--- config.mk ---
export PLATFORM = sky130hd
export DESIGN_NAME = elevator_input_conditioner
export DESIGN_NICKNAME = d
export VERILOG_FILES = /design/src/rtl/elevator_input_conditioner.sv
export SDC_FILE = /design/constraint.sdc
export NUM_CORES = 1
export LEC_CHECK = 0
export CORE_ASPECT_RATIO = 0.6
export CORE_MARGIN = 2
export CORE_UTILIZATION = 32
export CTS_CLUSTER_DIAMETER = 50
export DETAILED_ROUTE_END_ITERATION = 12
export SLEW_MARGIN = 10
export SYNTH_ARGS = -nofsm -noshare
export SYNTH_HDL_FRONTEND = slang
export SYNTH_SLANG_ARGS = --single-unit
--- constraint.sdc ---
create_clock -name clk -period 5.6 [get_ports clk]
set_input_delay 0.84 -clock clk [delete_from_list [all_inputs] [get_ports clk]]
set_output_delay 0.84 -clock clk [all_outputs]
set_load 0.1 [all_outputs]
--- src/rtl/elevator_input_conditioner.sv ---
// Input conditioning for the 3-floor elevator controller. Raw pins are synchronised and
// debounced, then turned into press pulses, an encoded floor position and a sticky sensor fault.
module elevator_input_conditioner #(
  parameter int DEB_W       = 16,
  parameter int DEB_CYCLES  = 50000,
  parameter int CONF_W      = 16,
  parameter int CONF_CYCLES = 50000
) (
  input  logic       clk,
  input  logic       reset,
  input  logic       p1_raw,
  input  logic       p2_raw,
  input  logic       p3_raw,
  input  logic       f1_raw,
  input  logic       f2_raw,
  input  logic       f3_raw,
  input  logic       s_raw,
  output logic       p1,
  output logic       p2,
  output logic       p3,
  output logic       f1,
  output logic       f2,
  output logic       f3,
  output logic       s,
  output logic       p1_pulse,
  output logic       p2_pulse,
  output logic       p3_pulse,
  output logic [1:0] f_code,
  output logic       f_valid,
  output logic       sensor_fault
);

  localparam int N = 7;
  localparam logic [DEB_W-1:0]  DEB_LAST = DEB_W'(DEB_CYCLES - 1);
  localparam logic [CONF_W-1:0] CONF_MAX = CONF_W'(CONF_CYCLES);

  // Channel order: bits 2:0 buttons, 5:3 floor sensors, 6 stop.
  logic [N-1:0] raw;
  logic [N-1:0] sync1_reg;
  logic [N-1:0] sync2_reg;
  logic [N-1:0] level;

  assign raw = {s_raw, f3_raw, f2_raw, f1_raw, p3_raw, p2_raw, p1_raw};

  always_ff @(posedge clk or posedge reset) begin
    if (reset) begin
      sync1_reg <= '0;
      sync2_reg <= '0;
    end else begin
      sync1_reg <= raw;
      sync2_reg <= sync1_reg;
    end
  end

  generate
    for (genvar gi = 0; gi < N; gi++) begin : g_deb
      logic [DEB_W-1:0] cnt_reg;
      logic             level_reg;

      // Any sample matching the current level restarts the stability window.
      always_ff @(posedge clk or posedge reset) begin
        if (reset) begin
          cnt_reg   <= '0;
          level_reg <= 1'b0;
        end else if (sync2_reg[gi] == level_reg) begin
          cnt_reg <= '0;
        end else if (cnt_reg == DEB_LAST) begin
          level_reg <= sync2_reg[gi];
          cnt_reg   <= '0;
        end else begin
          cnt_reg <= cnt_reg + DEB_W'(1);
        end
      end

      assign level[gi] = level_reg;
    end
  endgenerate

  assign {s, f3, f2, f1, p3, p2, p1} = level;

  logic [2:0] press_d_reg;

  always_ff @(posedge clk or posedge reset) begin
    if (reset) press_d_reg <= '0;
    else       press_d_reg <= level[2:0];
  end

  assign {p3_pulse, p2_pulse, p1_pulse} = level[2:0] & ~press_d_reg;

  logic [2:0] floors;
  logic       conflict;

  assign floors   = level[5:3];
  assign conflict = (floors[0] & floors[1]) | (floors[0] & floors[2]) | (floors[1] & floors[2]);

  always_comb begin
    f_code  = 2'b00;
    f_valid = 1'b0;
    case (floors)
      3'b001: begin f_code = 2'b01; f_valid = 1'b1; end
      3'b010: begin f_code = 2'b10; f_valid = 1'b1; end
      3'b100: begin f_code = 2'b11; f_valid = 1'b1; end
      default: ;
    endcase
  end

  logic [CONF_W-1:0] conf_cnt_reg;
  logic              fault_reg;

  // Fault latches on the edge where the conflict count reaches CONF_CYCLES.
  always_ff @(posedge clk or posedge reset) begin
    if (reset) begin
      conf_cnt_reg <= '0;
      fault_reg    <= 1'b0;
    end else if (conflict) begin
      if (conf_cnt_reg != CONF_MAX) conf_cnt_reg <= conf_cnt_reg + CONF_W'(1);
      if (conf_cnt_reg >= CONF_MAX - CONF_W'(1)) fault_reg <= 1'b1;
    end else begin
      conf_cnt_reg <= '0;
    end
  end

  assign sensor_fault = fault_reg;

endmodule

==> results.toml <==
[synthesis]
synthTopCellsByArea = "dfrtp_1 (53%), xnor2_1 (9.6%), nor2_1 (6.9%), xor2_1 (3.6%), nand4_1 (3.5%)"
yosysSeqAreaShare_pct = 52.5
synth_cells = 713
synth_cell_types = 37
syn_avg_cell_area_um2 = 10.2
synth_top_area_share_pct = 52.5
ys_seq_elements = 153
synth_area_um2 = 7290
yosys_warnings = 0
synth.largest_area_cell = "dfrtp_1"
synth.net_count = 731

[placement]
port_buffers = 22
gp_congestion = 0.798
dpl.hpwl_um = 8960

[setup_path]
crit_path_max_fanout = 7
path_class = "reg2out"
startpoint = "f3"
critPathLaunchType = "flip-flop"
slowest_stage = "clkdlybuf4s50_1"
path_cells = "xnor2_1 -> nor2_1 -> a21o_1 -> clkdlybuf4s50_1"
max_stage_delay_ns = 1.12
cp-end-kind = "primary output"
rr_startpoint = "g_deb[5].cnt_reg[12]"
cp.required_ns = 4.76
worstPathArrival_ns = 2.39

[cells_and_area]
largest_reg_flops = 112
mostFrequentLayoutCells = "dfrtp_1 (153), nor2_1 (134), xnor2_1 (80)"
layout_commonest_cell = "dfrtp_1"
layout.nets = 758
area_growth_pct = 15.8
num_antenna_cells = 0
drive_above_1_share_pct = 7.04

[pwr]
p_int_mw = 1.85
power_density_nw_per_um2 = 279
clkPwrFrac_pct = 48.8
switching_share_pct = 21.6
p_leak_nw = 3.36
pwr-share-seq_pct = 48.3
combPwrFrac_pct = 2.8
power_switching_uw = 509
ir_drop_uv = 237

[sta]
final.min_clock_period_ns = 3.23
worst_slew_pin_slew_ns = 0.979
skew_ns = 0.00983
hold_violations = 0
fmax_mhz = 310
whs_ns = 0.349
grt_setup_unrepaired = "false"
finalCritPeriodShare_pct = 57.7
finalSetupViolations = 0
slew_violations = 0
fin_setup_tns_ns = 0
slew_headroom_pct = 34.5

[clock_tree]
cts_made_buffers = 17
cts.sink_count = 153
h-tree-depth = 4
cts_hold_buf = 0
cts_buffer_depth = 2
worstSkewPairLatency_ns = 0.42
ctsResizeCount = 0
cts-root-buf = "clkbuf_16"
clk_pin_slew_worst_paths_ns = 0.06
cts_tree = "done"
post_cts_buffers = 0

[die]
start_util_pct = 32.9
rows = 42
core_um2 = 22200
die_width_um = 199
die-area_um2 = 24000
io_pins = 23
die_h_um = 121

[detailed_routing]
routed_wl_um = 13600
drc = 0
first_pass_iters = 4
drtIter0Drc = 397
wl_per_cell_um = 12.8
num_vias = 5078
postRouteAntennaNets = 0
via_per_inst = 4.79

[global_route]
grt_use_total_pct = 12.5
grt_max_degree = 108
grt_overflow = 0
grt_pass1_wl_um = 24000
antenna_found_initial = 0
grt_pass1_vias = 4754

[outcome]
outcome = "completed"

[worst_hold_path]
hold_path_class = "reg2reg"
worstHoldStart = "sync1_reg[3]"

[flow_run]
max-cap-violations = 0
==> critical path, delay by kind of cell (launching register included) <==
family                 cells  cell delay, ns
flip-flops                 1            0.46
XOR/XNOR                   1            0.16
AND/OR/NAND/NOR            1            0.13
buffers and inverters      1            1.12
AO/OA/AOI/OAI              1            0.11
==> path summary, 6_finish.rpt <==
check	to	slack [ns]	cells after the start
worst min-delay path	sync2_reg[3]	0.35	0
worst min register to register	sync2_reg[3]	0.35	0
min in group asynchronous	f3	1.03	2
worst max-delay path	f_valid	2.37	4
max in group asynchronous	g_deb[3].cnt_reg[15]	3.44	3
worst max register to register	g_deb[5].cnt_reg[6]	3.49	4
==> cell usage after synthesis (all sizes together) <==
master / count
xor2: 30
nand2: 34
o21ai: 8
ha: 9
nor2b: 4
o31ai: 3
and4: 7
nor4: 32
o41ai: 4
nor3b: 1
nand4: 41
nor4bb: 6
nand2b: 2
and4bb: 1
clkbuf: 11
xnor2: 80
nor2: 134
a41o: 1
dfrtp: 153
mux2i: 2
a311o: 1
nand3: 35
mux2: 7
nor3: 20
a21oi: 13
or3: 11
and3: 14
nand3b: 4
or4: 6
buf: 4
inv: 25
or2: 4
a21o: 1
nor4b: 5
==> through the flow <==
step,std cells,setup WS [ns],util [%],power [mW],area (um^2)
final,1061,2.37,38.1,2.36,8440
after floorplan,713,0.639,-,1.20,7290
after CTS,1061,2.34,38.1,2.40,8440
after detailed placement,1029,2.80,35.4,1.23,7840
after global placement,1029,2.80,35.4,1.23,7840
after global routing,1061,2.24,38.1,2.46,8440
==> layout make-up <==
cell class                 instances  area (um^2)
inverter                          25         98.8
timing repair buffer              23          228
tap                              308          385
sequential                       153         3830
clock inverter                    10          116
fill                            2224        13700
multi-input combinational        520         3300
clock buffer                      22          484
==> logic make-up (layout without fill, tap and decap cells) <==
family,Yosys count,count (layout),synth area share (%)
and+or+nand+nor,361,361,25.5
DFF,153,153,52.5
AOI/OAI and AO/OA,31,31,3.64
xor gates and xnor gates,110,110,13.2
muxes,9,9,1.36
adders and majority gates,9,9,1.54
buffers and inverters,40,80,2.23
==> power by group through the flow <==
| stage | clock network, mW | logic, mW | registers (mW) |
|---|---|---|---|
| 6_report | 1.15 | 0.0670 | 1.14 |
| 5_1_grt | 1.25 | 0.0783 | 1.14 |
| 4_1_cts | 1.19 | 0.0702 | 1.14 |
| 3_5_place_dp | 0 | 0.0700 | 1.16 |
| 3_3_place_gp | 0 | 0.0696 | 1.16 |
| 2_1_floorplan | 0 | 0.0501 | 1.15 |
==> layer usage <==
metal  vias up  global-route usage [%]  part of all wire, %
li1       2540                       -                    -
met1      2450                    19.2                   56
met2        78                    16.5                   39
met3        10                    3.61                  3.7
met4         0                    3.78                 0.88
met5         -                       0                    0
Note: power is estimated with default switching activity, not from simulation.
